===== config.mk =====
export PLATFORM = sky130hd
export DESIGN_NAME = modexp_seq
export DESIGN_NICKNAME = d
export VERILOG_FILES = /design/src/rtl/modexp_seq.sv
export SDC_FILE = /design/constraint.sdc
export NUM_CORES = 1
export LEC_CHECK = 0
export ABC_AREA = 0
export BUFFER_PORTS_ARGS = -buffer_cell sky130_fd_sc_hd__buf_2
export CAP_MARGIN = 20
export CORE_AREA = 2 2 429 431
export DETAILED_ROUTE_END_ITERATION = 8
export DIE_AREA = 0 0 431 433
export RECOVER_POWER = 50
export SYNTH_ARGS = -nofsm -noshare
export SYNTH_HDL_FRONTEND = slang
export SYNTH_SLANG_ARGS = --single-unit

===== constraint.sdc =====
create_clock -name clk -period 3.8 [get_ports clk]
set_input_delay 1.14 -clock clk [delete_from_list [all_inputs] [get_ports clk]]
set_output_delay 1.14 -clock clk [all_outputs]
set_load 0.1 [all_outputs]

===== src/rtl/modexp_seq.sv =====
// Host-side sequencer for a modexp engine: streams E, N, R, T, NPRIME0, M into the engine and returns result words.
// Optional COMPUTE watchdog is enabled by defining MODEXP_SEQ_TIMEOUT_EN (then TIMEOUT bounds the wait).
module modexp_seq #(
    parameter int WORD_W     = 128,
    parameter int NWORDS     = 32,
    parameter int NP_W       = 64,
    parameter int ST_COMPUTE = 13,
    parameter int ST_DONE    = 15
`ifdef MODEXP_SEQ_TIMEOUT_EN
    , parameter int TIMEOUT  = 2**20
`endif
) (
    input  logic              clk,
    input  logic              reset,
    input  logic              go,
    input  logic [WORD_W-1:0] in_data,
    input  logic              in_valid,
    output logic              in_ready,
    output logic              mx_reset,
    output logic [WORD_W-1:0] e_buf,
    output logic [WORD_W-1:0] n_buf,
    output logic [WORD_W-1:0] r_buf,
    output logic [WORD_W-1:0] t_buf,
    output logic [WORD_W-1:0] m_buf,
    output logic [NP_W-1:0]   nprime0_buf,
    output logic              startInput,
    output logic              read,
    output logic              loadNext,
    output logic              startCompute,
    output logic              getResult,
    input  logic [4:0]        exp_state,
    input  logic [WORD_W-1:0] res_out,
    output logic [WORD_W-1:0] out_data,
    output logic              out_valid,
    output logic              busy,
    output logic              done,
    output logic              error
);

    localparam int               CNT_W     = $clog2(NWORDS + 1);
    localparam logic [CNT_W-1:0] LAST_WORD = CNT_W'(NWORDS - 1);
    localparam logic [CNT_W-1:0] ALL_WORDS = CNT_W'(NWORDS);
    localparam logic [4:0]       ST_C      = 5'(ST_COMPUTE);
    localparam logic [4:0]       ST_D      = 5'(ST_DONE);

    typedef enum logic [3:0] {
        IDLE, MXRST, LD_E, LD_N, LD_R, LD_T, LD_NP, LD_M, COMPUTE, RESULT, ERR
    } state_t;

    state_t           state_reg, state_next;
    logic [CNT_W-1:0] cnt_reg, cnt_next;
    logic             beat, capture, finish, fault, clear_err, tmo_hit;

    function automatic state_t load_succ(input state_t s);
        case (s)
            LD_E:    return LD_N;
            LD_N:    return LD_R;
            LD_R:    return LD_T;
            LD_T:    return LD_NP;
            LD_M:    return COMPUTE;
            default: return IDLE;
        endcase
    endfunction

`ifdef MODEXP_SEQ_TIMEOUT_EN
    localparam int TO_W = $clog2(TIMEOUT + 1);
    logic [TO_W-1:0] tmo_reg;

    always_ff @(posedge clk or negedge reset) begin
        if (!reset)
            tmo_reg <= '0;
        else if (state_reg == COMPUTE)
            tmo_reg <= tmo_reg + 1'b1;
        else
            tmo_reg <= '0;
    end

    assign tmo_hit = (tmo_reg == TO_W'(TIMEOUT - 1));
`else
    assign tmo_hit = 1'b0;
`endif

    always_ff @(posedge clk or negedge reset) begin
        if (!reset) begin
            state_reg <= IDLE;
            cnt_reg   <= '0;
        end else begin
            state_reg <= state_next;
            cnt_reg   <= cnt_next;
        end
    end

    always_comb begin
        state_next   = state_reg;
        cnt_next     = cnt_reg;
        mx_reset     = 1'b0;
        in_ready     = 1'b0;
        read         = 1'b0;
        startInput   = 1'b0;
        startCompute = 1'b0;
        getResult    = 1'b0;
        capture      = 1'b0;
        finish       = 1'b0;
        fault        = 1'b0;
        clear_err    = 1'b0;
        case (state_reg)
            IDLE: begin
                if (go) begin
                    state_next = MXRST;
                    cnt_next   = '0;
                    clear_err  = 1'b1;
                end
            end
            MXRST: begin
                // cnt_reg doubles as the 2-cycle engine reset timer
                mx_reset = 1'b1;
                if (cnt_reg == CNT_W'(1)) begin
                    cnt_next   = '0;
                    state_next = LD_E;
                end else begin
                    cnt_next = cnt_reg + 1'b1;
                end
            end
            LD_E, LD_N, LD_R, LD_T, LD_M: begin
                startInput = 1'b1;
                in_ready   = 1'b1;
                read       = 1'b1;
                if (in_valid) begin
                    if (cnt_reg == LAST_WORD) begin
                        cnt_next   = '0;
                        state_next = load_succ(state_reg);
                    end else begin
                        cnt_next = cnt_reg + 1'b1;
                    end
                end
            end
            LD_NP: begin
                startInput = 1'b1;
                in_ready   = 1'b1;
                read       = 1'b1;
                if (in_valid)
                    state_next = LD_M;
            end
            COMPUTE: begin
                startCompute = 1'b1;
                if (exp_state == ST_C) begin
                    state_next = RESULT;
                    cnt_next   = '0;
                end else if (tmo_hit) begin
                    fault      = 1'b1;
                    state_next = ERR;
                end
            end
            RESULT: begin
                getResult = 1'b1;
                if (exp_state == ST_D) begin
                    finish     = 1'b1;
                    state_next = IDLE;
                    cnt_next   = '0;
                end else if (exp_state > ST_C && exp_state < ST_D) begin
                    // an extra word beyond NWORDS is flagged, not forwarded to the host
                    if (cnt_reg == ALL_WORDS) begin
                        fault      = 1'b1;
                        state_next = ERR;
                        cnt_next   = '0;
                    end else begin
                        capture  = 1'b1;
                        cnt_next = cnt_reg + 1'b1;
                    end
                end
            end
            ERR: begin
                mx_reset   = 1'b1;
                state_next = IDLE;
            end
            default: state_next = IDLE;
        endcase
        beat = in_ready & in_valid;
        busy = (state_reg != IDLE);
    end

    always_ff @(posedge clk or negedge reset) begin
        if (!reset) begin
            e_buf       <= '0;
            n_buf       <= '0;
            r_buf       <= '0;
            t_buf       <= '0;
            m_buf       <= '0;
            nprime0_buf <= '0;
            loadNext    <= 1'b0;
            out_data    <= '0;
            out_valid   <= 1'b0;
            done        <= 1'b0;
            error       <= 1'b0;
        end else begin
            loadNext  <= beat;
            out_valid <= capture;
            done      <= finish;
            if (capture)
                out_data <= res_out;
            if (fault)
                error <= 1'b1;
            else if (clear_err)
                error <= 1'b0;
            if (beat) begin
                case (state_reg)
                    LD_E:    e_buf       <= in_data;
                    LD_N:    n_buf       <= in_data;
                    LD_R:    r_buf       <= in_data;
                    LD_T:    t_buf       <= in_data;
                    LD_NP:   nprime0_buf <= in_data[NP_W-1:0];
                    LD_M:    m_buf       <= in_data;
                    default: ;
                endcase
            end
        end
    end

endmodule


Yosys cells after proc, flatten, opt, wreduce, memory -nomap -nowiden
Index checks and enable logic that the tools add are counted.
- add/sub/neg operators: 1
- $lt $le $gt $ge: 2
- equal/unequal tests: 23
- muxes and demuxes: 38
- bitwise gates (word level): 1
- reduce and logical (&&, ||, !) cells: 16
- operators with widths (cell ; count):
    $mux W6 ; 8
    $mux W4 ; 9
    $pmux W6 S5 ; 1
    $pmux W4 S6 ; 1
    $pmux W4 S5 ; 1
    $mux W1 ; 18
    $eq A4 B3 Y1 const B ; 4
    $eq A4 B4 Y1 const B ; 3
    $ne A2 B2 Y1 const B ; 6
    $reduce_and A2 Y1 ; 6
    $eq A5 B4 Y1 const B ; 2
    $eq A4 B2 Y1 const B ; 2
    $reduce_and A8 Y1 ; 1
    $add A6 B1 Y6 const B ; 1
    $eq A6 B1 Y1 const B ; 1
    $eq A6 B5 Y1 const B ; 1
    $eq A6 B6 Y1 const B ; 1
    $ne A3 B3 Y1 const B ; 2
    $reduce_or A6 Y1 ; 1
    $gt A5 B4 Y1 const B ; 1
    $lt A5 B4 Y1 const B ; 1
    $reduce_and A5 Y1 ; 1
    $reduce_bool A5 Y1 ; 1
    $reduce_or A5 Y1 ; 1
    other kinds (7) ; 7
- register bits: 846
- bits of input ports: 265

Longest topological paths before layout
Gate-level depths: netlist of run 1.
- depth in word-level cells: 6
- mapped depth: 8
- mapped depth without buffers: 7

Worst setup path before layout of run 1
Ideal clock, no wire load.
- path kind: flip-flop to flip-flop
- from: reg state_reg[0]
- to: reg cnt_reg[5]
- library setup time: 0.126 ns
- data arrival time: 5.234 ns
- required time: 3.674 ns
- setup slack: -1.560 ns
- stages on the path, launching flop included: 7
- buffers on the path: 1
- path through: dfrtp_1 > clkbuf_1 > nor4b_1 > o21ai_0 > nand4_1 > nor2_1 > a221o_1
- cells in the longest elaborated chain, start to end: 4
- elaborated cells on any way between the ends: 17
- RTL lines (item ; line ; RTL):
    start: declaration ; 50 ; state_t state_reg, state_next;
    start signal: assignment ; 88 ; state_reg <= state_next;
    $eq A4 B2 Y1 / $eq A4 B3 Y1 (equally long branches) ; 106 ; case (state_reg)
    $reduce_or A5 Y1 ; 106 ;
    $reduce_bool A5 Y1 (no line) / $ne A2 B2 Y1 (equally long branches) ; -- ;
    $reduce_and A5 Y1 (no line) ; -- ;
    end signal: assignment ; 89 ; cnt_reg <= cnt_next;
    end: declaration ; 51 ; logic [CNT_W-1:0] cnt_reg, cnt_next;
Parallel ways exist; a longest one is shown, timed or not.
A chain may end at the register's enable or synchronous reset.

Final worst setup path of run 1
- from: reg state_reg[0]
- to: out mx_reset
- cells in the longest elaborated chain, start to end: 3
- elaborated cells on any way between the ends: 4
- RTL lines (item ; line ; RTL):
    $eq A4 B1 Y1 / $eq A4 B4 Y1 (equally long branches) ; 106 ;
    $reduce_or A2 Y1 (no line) * ; -- ;
    $mux W1 * ; 106 ;
    end: declaration ; 19 ; output logic mx_reset,
Every way passes the cells marked *; elsewhere a longest branch is shown, timed or not.

==> results of run 1 <==
[cell usage in the layout (no fill, tap or decap), drive strengths merged, types with 2 or more instances in the layout]
master and n:
o21bai 3, a21oi 4, a21o 2, o21ai 4
nor2 14, inv 15, a31oi 2, ha 3
clkinv 15, o31ai 2, nand2 4, nor2b 5
and3 3, nand2b 2, dfrtp 846, clkbuf 178
buf 1126, mux2 834, bufinv 4, a22o 4
diode 18, clkinvlp 5, or3 2, nor4b 4
nand3 5, nor3b 3, nand3b 2, nand4b 2
nand4 2, a31o 2
[layout make-up]
type / instances / area share, %
timing repair buffer: 1162 / 13.80
clock inverter: 32 / 0.9060
sequential: 846 / 48.83
inverter: 7 / 0.06925
antenna: 18 / 0.1039
multi-input combinational: 917 / 23.00
tap: 2385 / 6.882
clock buffer: 143 / 6.412
[critical path, delay by kind of cell (launching register included)]
kind,cells,cell delay [ns]
AO/OA/AOI/OAI,1,0.14
flip-flops,1,0.52
buffers and inverters,1,0.37
AND/OR/NAND/NOR,2,0.69
[final timing paths]
kind / startpoint / end / cells past startpoint
worst max-delay path: state_reg[0]$_DFFE_PN0P_ / mx_reset / 4
worst min-delay path: out_data[82]$_DFFE_PN0P_ / out_data[82]$_DFFE_PN0P_ / 1
worst max register to register: state_reg[3]$_DFFE_PN0P_ / r_buf[79]$_DFFE_PN0P_ / 4
worst min register to register: out_data[82]$_DFFE_PN0P_ / out_data[82]$_DFFE_PN0P_ / 1
max in group asynchronous: reset / m_buf[55]$_DFFE_PN0P_ / 3
min in group asynchronous: reset / nprime0_buf[58]$_DFFE_PN0P_ / 1
[logic make-up (layout without fill, tap and decap cells)]
group                    after synthesis  after routing  synth area share (%)
buffers and inverters                105           1344                 1.831
adder cells (fa/ha/maj)                3              3                0.1184
multiplexers                         834            834                 29.62
AO/OA/AOI/OAI                         28             28                0.6352
other                                  0             18                     0
AND/OR/NAND/NOR                       52             52                 1.042
flip-flops                           846            846                 66.76
[through the flow]
step                utilization, %  setup slack (ns)  hold slack, ns  cell area [um^2]
finish                       23.81            0.2243          0.4781             43360
global route                 23.80           0.04052          0.4896             43350
CTS                          23.98           0.02048          0.3412             43660
detailed placement           22.23            0.4322          0.4691             40490
global placement             22.23            0.4393          0.4630             40490
floorplan                        -            0.1446          0.5150             31720
[what timing repair did]
| item | in CTS | in global routing |
|---|---|---|
| resized for setup | 2 | 1 |
| setup endpoints to repair | 4 | 4 |
| setup buffers | 0 | 1 |
[routing by layer]
metal / part of all wire (%) / vias up / GRT usage, %
li1: - / 9037 / -
met1: 36 / 10920 / 13.06
met2: 52 / 753 / 21.73
met3: 7.6 / 229 / 4.343
met4: 4.5 / 4 / 6.195
met5: 0.12 / - / 0.5204
==> summary.txt, run 1 <==
OUTCOME
---------------------------------------------------------------------------------------
Status                                                                     finished with violations
Failing checks                                                             max-capacitance violations, max-slew violations

STA
---------------------------------------------------------------------------------------
Setup Total Neg Slack                                                              0 ns
Fmax                                                                          279.7 MHz
Number of setup violations in the final report                                        0
Crit share post-route                                                            94.10%
Final Max Tran Viols                                                                199
Slew Limit Headroom                                                             -55.77%
Period minus WS final                                                          3.576 ns
Count of final hold-check violations                                                  0
Worst-case clock skew                                                        0.05822 ns
Setup repair after global routing missed its margin                                  no
Worst slew pin tran                                                            2.337 ns

WORST HOLD PATH
---------------------------------------------------------------------------------------
Class of the most critical hold timing path                                flip-flop to flip-flop

YOSYS
---------------------------------------------------------------------------------------
Cell type with the highest aggregate area in the netlist                   sky130_fd_sc_hd__dfrtp_1
Post-Syn Instances                                                                 1868
Cells taking the most area after synthesis                                 sky130_fd_sc_hd__dfrtp_1 67%, sky130_fd_sc_hd__mux2_2 26%, sky130_fd_sc_hd__mux2_1 3.6%
Fraction of post-synthesis cell area in the top cell type by area                66.76%
Share of the yosys chip area belonging to registers                              66.76%
Number of warning messages in the yosys log                                           0
Average footprint of a synthesized cell                                      16.98 um^2
Most used DFF post-synth                                                   sky130_fd_sc_hd__dfrtp_1
Total standard cell area after synthesis                                     31710 um^2
Cell with the most instances after synthesis                               sky130_fd_sc_hd__dfrtp_1
Distinct cells, synth                                                                41
Post-synthesis async set-or-reset flop share                                     100.0%
Synth cell count leaders                                                   846 x sky130_fd_sc_hd__dfrtp_1, 732 x sky130_fd_sc_hd__mux2_2, 102 x sky130_fd_sc_hd__mux2_1
Number of synthesized flops with an enable pin                                        0
Flip-flop and latch count after synthesis                                           846
Net Count, Synth                                                                   2136

FINISH
---------------------------------------------------------------------------------------
Nets                                                                               3299
Final Non-Filler Cells                                                             5510
Sequential cell area in the final layout                                     21170 um^2
Number of filler cells placed in the layout                                       19170
Area of combinational cells with multiple inputs                              9975 um^2
Share of final-layout standard cells stronger than drive strength 1              65.50%
Layout area overhead                                                             36.74%

GLOBAL ROUTE
---------------------------------------------------------------------------------------
GRT Util Overall                                                                 12.38%
Wire length of the first global-routing pass                                   164.1 mm
Maximum number of pins on one net before global-route repair                        105
Grt ovf                                                                               0
Antenna violations before repair                                                     35
Vias in the first global route                                                    21530

ROUTE
---------------------------------------------------------------------------------------
Number of violations reported at the end of detailed-routing iteration 0            907
Detailed Route WL                                                              120.7 mm
ANT nets after route                                                                  0
Count of unresolved DRC violations after routing                                      0
Drt wl/cell                                                                    21.91 um
DR vias                                                                           20950
Detailed Routing Iterations Pass 1                                                    4
Routed via count divided by cell count                                            3.801

CLOCK TREE
---------------------------------------------------------------------------------------
Bufs on Longest Clock Path                                                            3
CTS root buf                                                               sky130_fd_sc_hd__clkbuf_16
Post-cts hold buffer count                                                            0
TritonCTS clock tree                                                                yes
Number of H-tree levels                                                               3
TritonCTS Buffers                                                                    97
Clock insertion delay at the later pin of the skew report                       0.74 ns
Total clock sinks                                                                   846
CTS clk-pin slew, worst paths                                                   0.06 ns

DIE
---------------------------------------------------------------------------------------
Die Span X                                                                       431 um
Die ar.                                                                     186600 um^2
Std-Cell Rows                                                                       157
Boundary Pins                                                                      1108
Die extent in y                                                                  433 um
Initial Utilization                                                              17.41%
Area of the core                                                            182100 um^2

SETUP PATH
---------------------------------------------------------------------------------------
Setup crit end kind                                                        primary output
Delay of the slowest cell on the worst path                                     0.52 ns
Worst Path Max Fanout                                                                14
Required time worst endpoint                                                    2.66 ns
Cell with the largest stage delay on the worst path                        sky130_fd_sc_hd__dfrtp_1
R2R setup slack                                                                 0.40 ns
Data arrival at the endpoint of the critical path                               2.44 ns
Critical-path cell list                                                    nor2b_1 > a21oi_1 > nor2_1 > buf_4
Critical path class                                                        flip-flop to primary output
Crit path launch type                                                         flip-flop

PLACE
---------------------------------------------------------------------------------------
DP Wirelength                                                                  92.03 mm
Number of cells after detailed placement                                           5316
Count of buffers from port buffering                                               1107
RD Place Congestion                                                              0.8927

RUN
---------------------------------------------------------------------------------------
Number of max-cap violations                                                          4

Power of run 1 is not shown: default switching activity piles up to over one toggle a cycle in this logic, so the estimate is an artifact.
==> run 2, diff against run 1 <==
==> constraint.sdc (replaced) <==
create_clock -name clk -period 3.8 [get_ports clk]
set_input_delay 0.76 -clock clk [delete_from_list [all_inputs] [get_ports clk]]
set_output_delay 0.76 -clock clk [all_outputs]
set_load 0.1 [all_outputs]
==> summary.txt, run 2 (same netlist as run 1, synthesis figures left out) <==
STA
---------------------------------------------------------------------------------------
Crit share post-route                                                            89.37%   was 94.10%
Worst slew pin tran                                                            2.676 ns   was 2.337 ns
Final Max Tran Viols                                                                 68   was 199
Setup repair after global routing missed its margin                                  no   unchanged
Period minus WS final                                                          3.396 ns   was 3.576 ns
Worst-case clock skew                                                        0.03948 ns   was 0.05822 ns
Count of final hold-check violations                                                  0   unchanged
Fmax                                                                          294.5 MHz   was 279.7 MHz
Slew Limit Headroom                                                             -78.41%   was -55.77%
Number of setup violations in the final report                                        0   unchanged
Setup Total Neg Slack                                                              0 ns   unchanged

DIE
---------------------------------------------------------------------------------------
Initial Utilization                                                              17.41%   unchanged
Area of the core                                                            182100 um^2   unchanged
Die Span X                                                                       431 um   unchanged
Die ar.                                                                     186600 um^2   unchanged
Die extent in y                                                                  433 um   unchanged
Std-Cell Rows                                                                       157   unchanged
Boundary Pins                                                                      1108   unchanged

ROUTE
---------------------------------------------------------------------------------------
Detailed Routing Iterations Pass 1                                                    4   unchanged
ANT nets after route                                                                  0   unchanged
Drt wl/cell                                                                    22.17 um   was 21.91 um
DR vias                                                                           20950   about the same
Routed via count divided by cell count                                            3.815   was 3.801
Number of violations reported at the end of detailed-routing iteration 0            957   was 907
Count of unresolved DRC violations after routing                                      0   unchanged
Detailed Route WL                                                              121.8 mm   was 120.7 mm

PLACE
---------------------------------------------------------------------------------------
Cell Area, Placed                                                            40440 um^2   was 40490 um^2
Count of buffers from port buffering                                               1107   unchanged
DP Wirelength                                                                  92.70 mm   was 92.03 mm
RD Place Congestion                                                              0.8681   was 0.8927

CLOCK TREE
---------------------------------------------------------------------------------------
CTS root buf                                                               sky130_fd_sc_hd__clkbuf_16   unchanged
Post-cts hold buffer count                                                            0   unchanged
TritonCTS clock tree                                                                yes   unchanged
CTS clk-pin slew, worst paths                                                   0.06 ns   about the same
Clock insertion delay at the later pin of the skew report                       0.73 ns   was 0.74 ns
Number of H-tree levels                                                               3   unchanged
Number of instances resized during post-cts repair                                    0   was 2
TritonCTS Buffers                                                                    95   was 97
Total clock sinks                                                                   846   unchanged
Bufs on Longest Clock Path                                                            3   unchanged
Number of buffers added for setup after CTS                                           0   unchanged

GLOBAL ROUTE
---------------------------------------------------------------------------------------
Wire length of the first global-routing pass                                   165.2 mm   was 164.1 mm
Vias in the first global route                                                    21350   was 21530
GRT Util Overall                                                                 12.47%   was 12.38%
Antenna violations before repair                                                     26   was 35
Maximum number of pins on one net before global-route repair                         95   was 105
Grt ovf                                                                               0   unchanged

FINISH
---------------------------------------------------------------------------------------
Share of final-layout standard cells stronger than drive strength 1              54.39%   was 65.50%
Final instance area                                                          43060 um^2   was 43360 um^2
Most common cell after layout, fill and taps aside                         sky130_fd_sc_hd__dfrtp_1   was sky130_fd_sc_hd__buf_2
Commonest cells after routing, fill and taps aside                         846 x sky130_fd_sc_hd__dfrtp_1, 752 x sky130_fd_sc_hd__buf_2, 732 x sky130_fd_sc_hd__mux2_2   was 1105 x sky130_fd_sc_hd__buf_2, 845 x sky130_fd_sc_hd__dfrtp_1, 732 x sky130_fd_sc_hd__mux2_2
Layout area overhead                                                             35.79%   was 36.74%
Nets                                                                               3296   was 3299
Number of filler cells placed in the layout                                       19290   was 19170

SETUP PATH
---------------------------------------------------------------------------------------
R2R Path Start                                                             state_reg[0]$_DFFE_PN0P_   was state_reg[3]$_DFFE_PN0P_
Setup crit end kind                                                        primary output   unchanged
Data arrival at the endpoint of the critical path                               2.64 ns   was 2.44 ns
Worst Path Max Fanout                                                                14   unchanged
Critical path class                                                        flip-flop to primary output   unchanged
Crit path launch type                                                         flip-flop   unchanged
Capturing point of the worst reg2reg path                                  out_data[125]$_DFFE_PN0P_   was r_buf[79]$_DFFE_PN0P_
R2R setup slack                                                                 0.49 ns   was 0.40 ns
Reg2Reg Depth                                                                         6   was 4
Required time worst endpoint                                                    3.04 ns   was 2.66 ns

RUN
---------------------------------------------------------------------------------------
Number of max-cap violations                                                          1   was 4

OUTCOME
---------------------------------------------------------------------------------------
Status                                                                     finished with violations   unchanged
Failing checks                                                             max-capacitance violations, max-slew violations   unchanged

WORST HOLD PATH
---------------------------------------------------------------------------------------
Class of the most critical hold timing path                                input pin to flip-flop   was flip-flop to flip-flop
Hold path startpoint                                                        res_out[89]   was out_data[82]$_DFFE_PN0P_
Worst-case hold path end point                                             out_data[89]$_DFFE_PN0P_   was out_data[82]$_DFFE_PN0P_
Number of cells on the worst hold path                                                2   was 1

-- run 2: changes by cell type in the layout (fill, tap and decap cells not counted), moves of 2 or more --
cell                         change
sky130_fd_sc_hd__clkbuf_2        -9
sky130_fd_sc_hd__clkbuf_4        -3
sky130_fd_sc_hd__clkinv_16       -2
sky130_fd_sc_hd__buf_2         -353
sky130_fd_sc_hd__clkinv_2        +2
sky130_fd_sc_hd__clkbuf_1      +343
sky130_fd_sc_hd__clkinvlp_4      -2
sky130_fd_sc_hd__buf_12         +12
sky130_fd_sc_hd__buf_6           -3
sky130_fd_sc_hd__inv_6           -2
sky130_fd_sc_hd__clkbuf_8        +9
sky130_fd_sc_hd__diode_2        -10
-- run 2: worst max-delay path by stage --
| stage | startpoint | to | slack, ns |
|---|---|---|---|
| after floorplan | state_reg[0]$_DFFE_PN0P_ | cnt_reg[5]$_DFFE_PN0P_ | 0.14 |
| after global placement | exp_state[4] | out_data[4]$_DFFE_PN0P_ | 0.75 |
| after detailed placement | exp_state[4] | out_data[4]$_DFFE_PN0P_ | 0.72 |
| after CTS | state_reg[1]$_DFFE_PN0P_ | mx_reset | 0.31 |
| after global routing | state_reg[1]$_DFFE_PN0P_ | mx_reset | 0.26 |
| final | state_reg[1]$_DFFE_PN0P_ | mx_reset | 0.40 |
-- run 2: layout make-up --
class / count / area [um^2] / share of cell area, %
inverter: 7 / 26.28 / 0.06102
clock inverter: 30 / 342.8 / 0.7961
tap: 2385 / 2984 / 6.930
multi-input combinational: 917 / 9985 / 23.19
timing repair buffer: 1161 / 5679 / 13.19
antenna: 8 / 20.02 / 0.04649
clock buffer: 139 / 2855 / 6.630
sequential: 846 / 21170 / 49.16
-- run 2: routing by layer --
metal	vias up	part of all wire, %	GRT usage [%]
met5	-	0.011	0
met4	2	4.6	6.212
met3	236	6.9	3.944
met2	737	52	21.82
met1	10980	37	13.53
li1	9001	-	-
-- run 2: metrics by stage --
| step | utilization, % | setup WS [ns] | hold slack, ns | std cells |
|---|---|---|---|---|
| 5_1_grt | 23.64 | 0.2552 | 0.1775 | 5490 |
| 3_5_place_dp | 22.21 | 0.7170 | 0.4694 | 5316 |
| 2_1_floorplan | - | 0.1446 | 0.4644 | 1868 |
| 3_3_place_gp | 22.21 | 0.7456 | 0.4644 | 5316 |
| 6_report | 23.65 | 0.4040 | 0.2423 | 5493 |
| 4_1_cts | 23.96 | 0.3095 | 0.1293 | 5485 |
-- run 2: critical path, stage by stage, from the launching register on --
cell	delay [ns]
sky130_fd_sc_hd__dfrtp_1	0.60
sky130_fd_sc_hd__nor2b_1	0.42
sky130_fd_sc_hd__a21oi_1	0.12
sky130_fd_sc_hd__nor2_1	0.27
sky130_fd_sc_hd__buf_2	0.51
Power of run 2 is left out for the same reason.
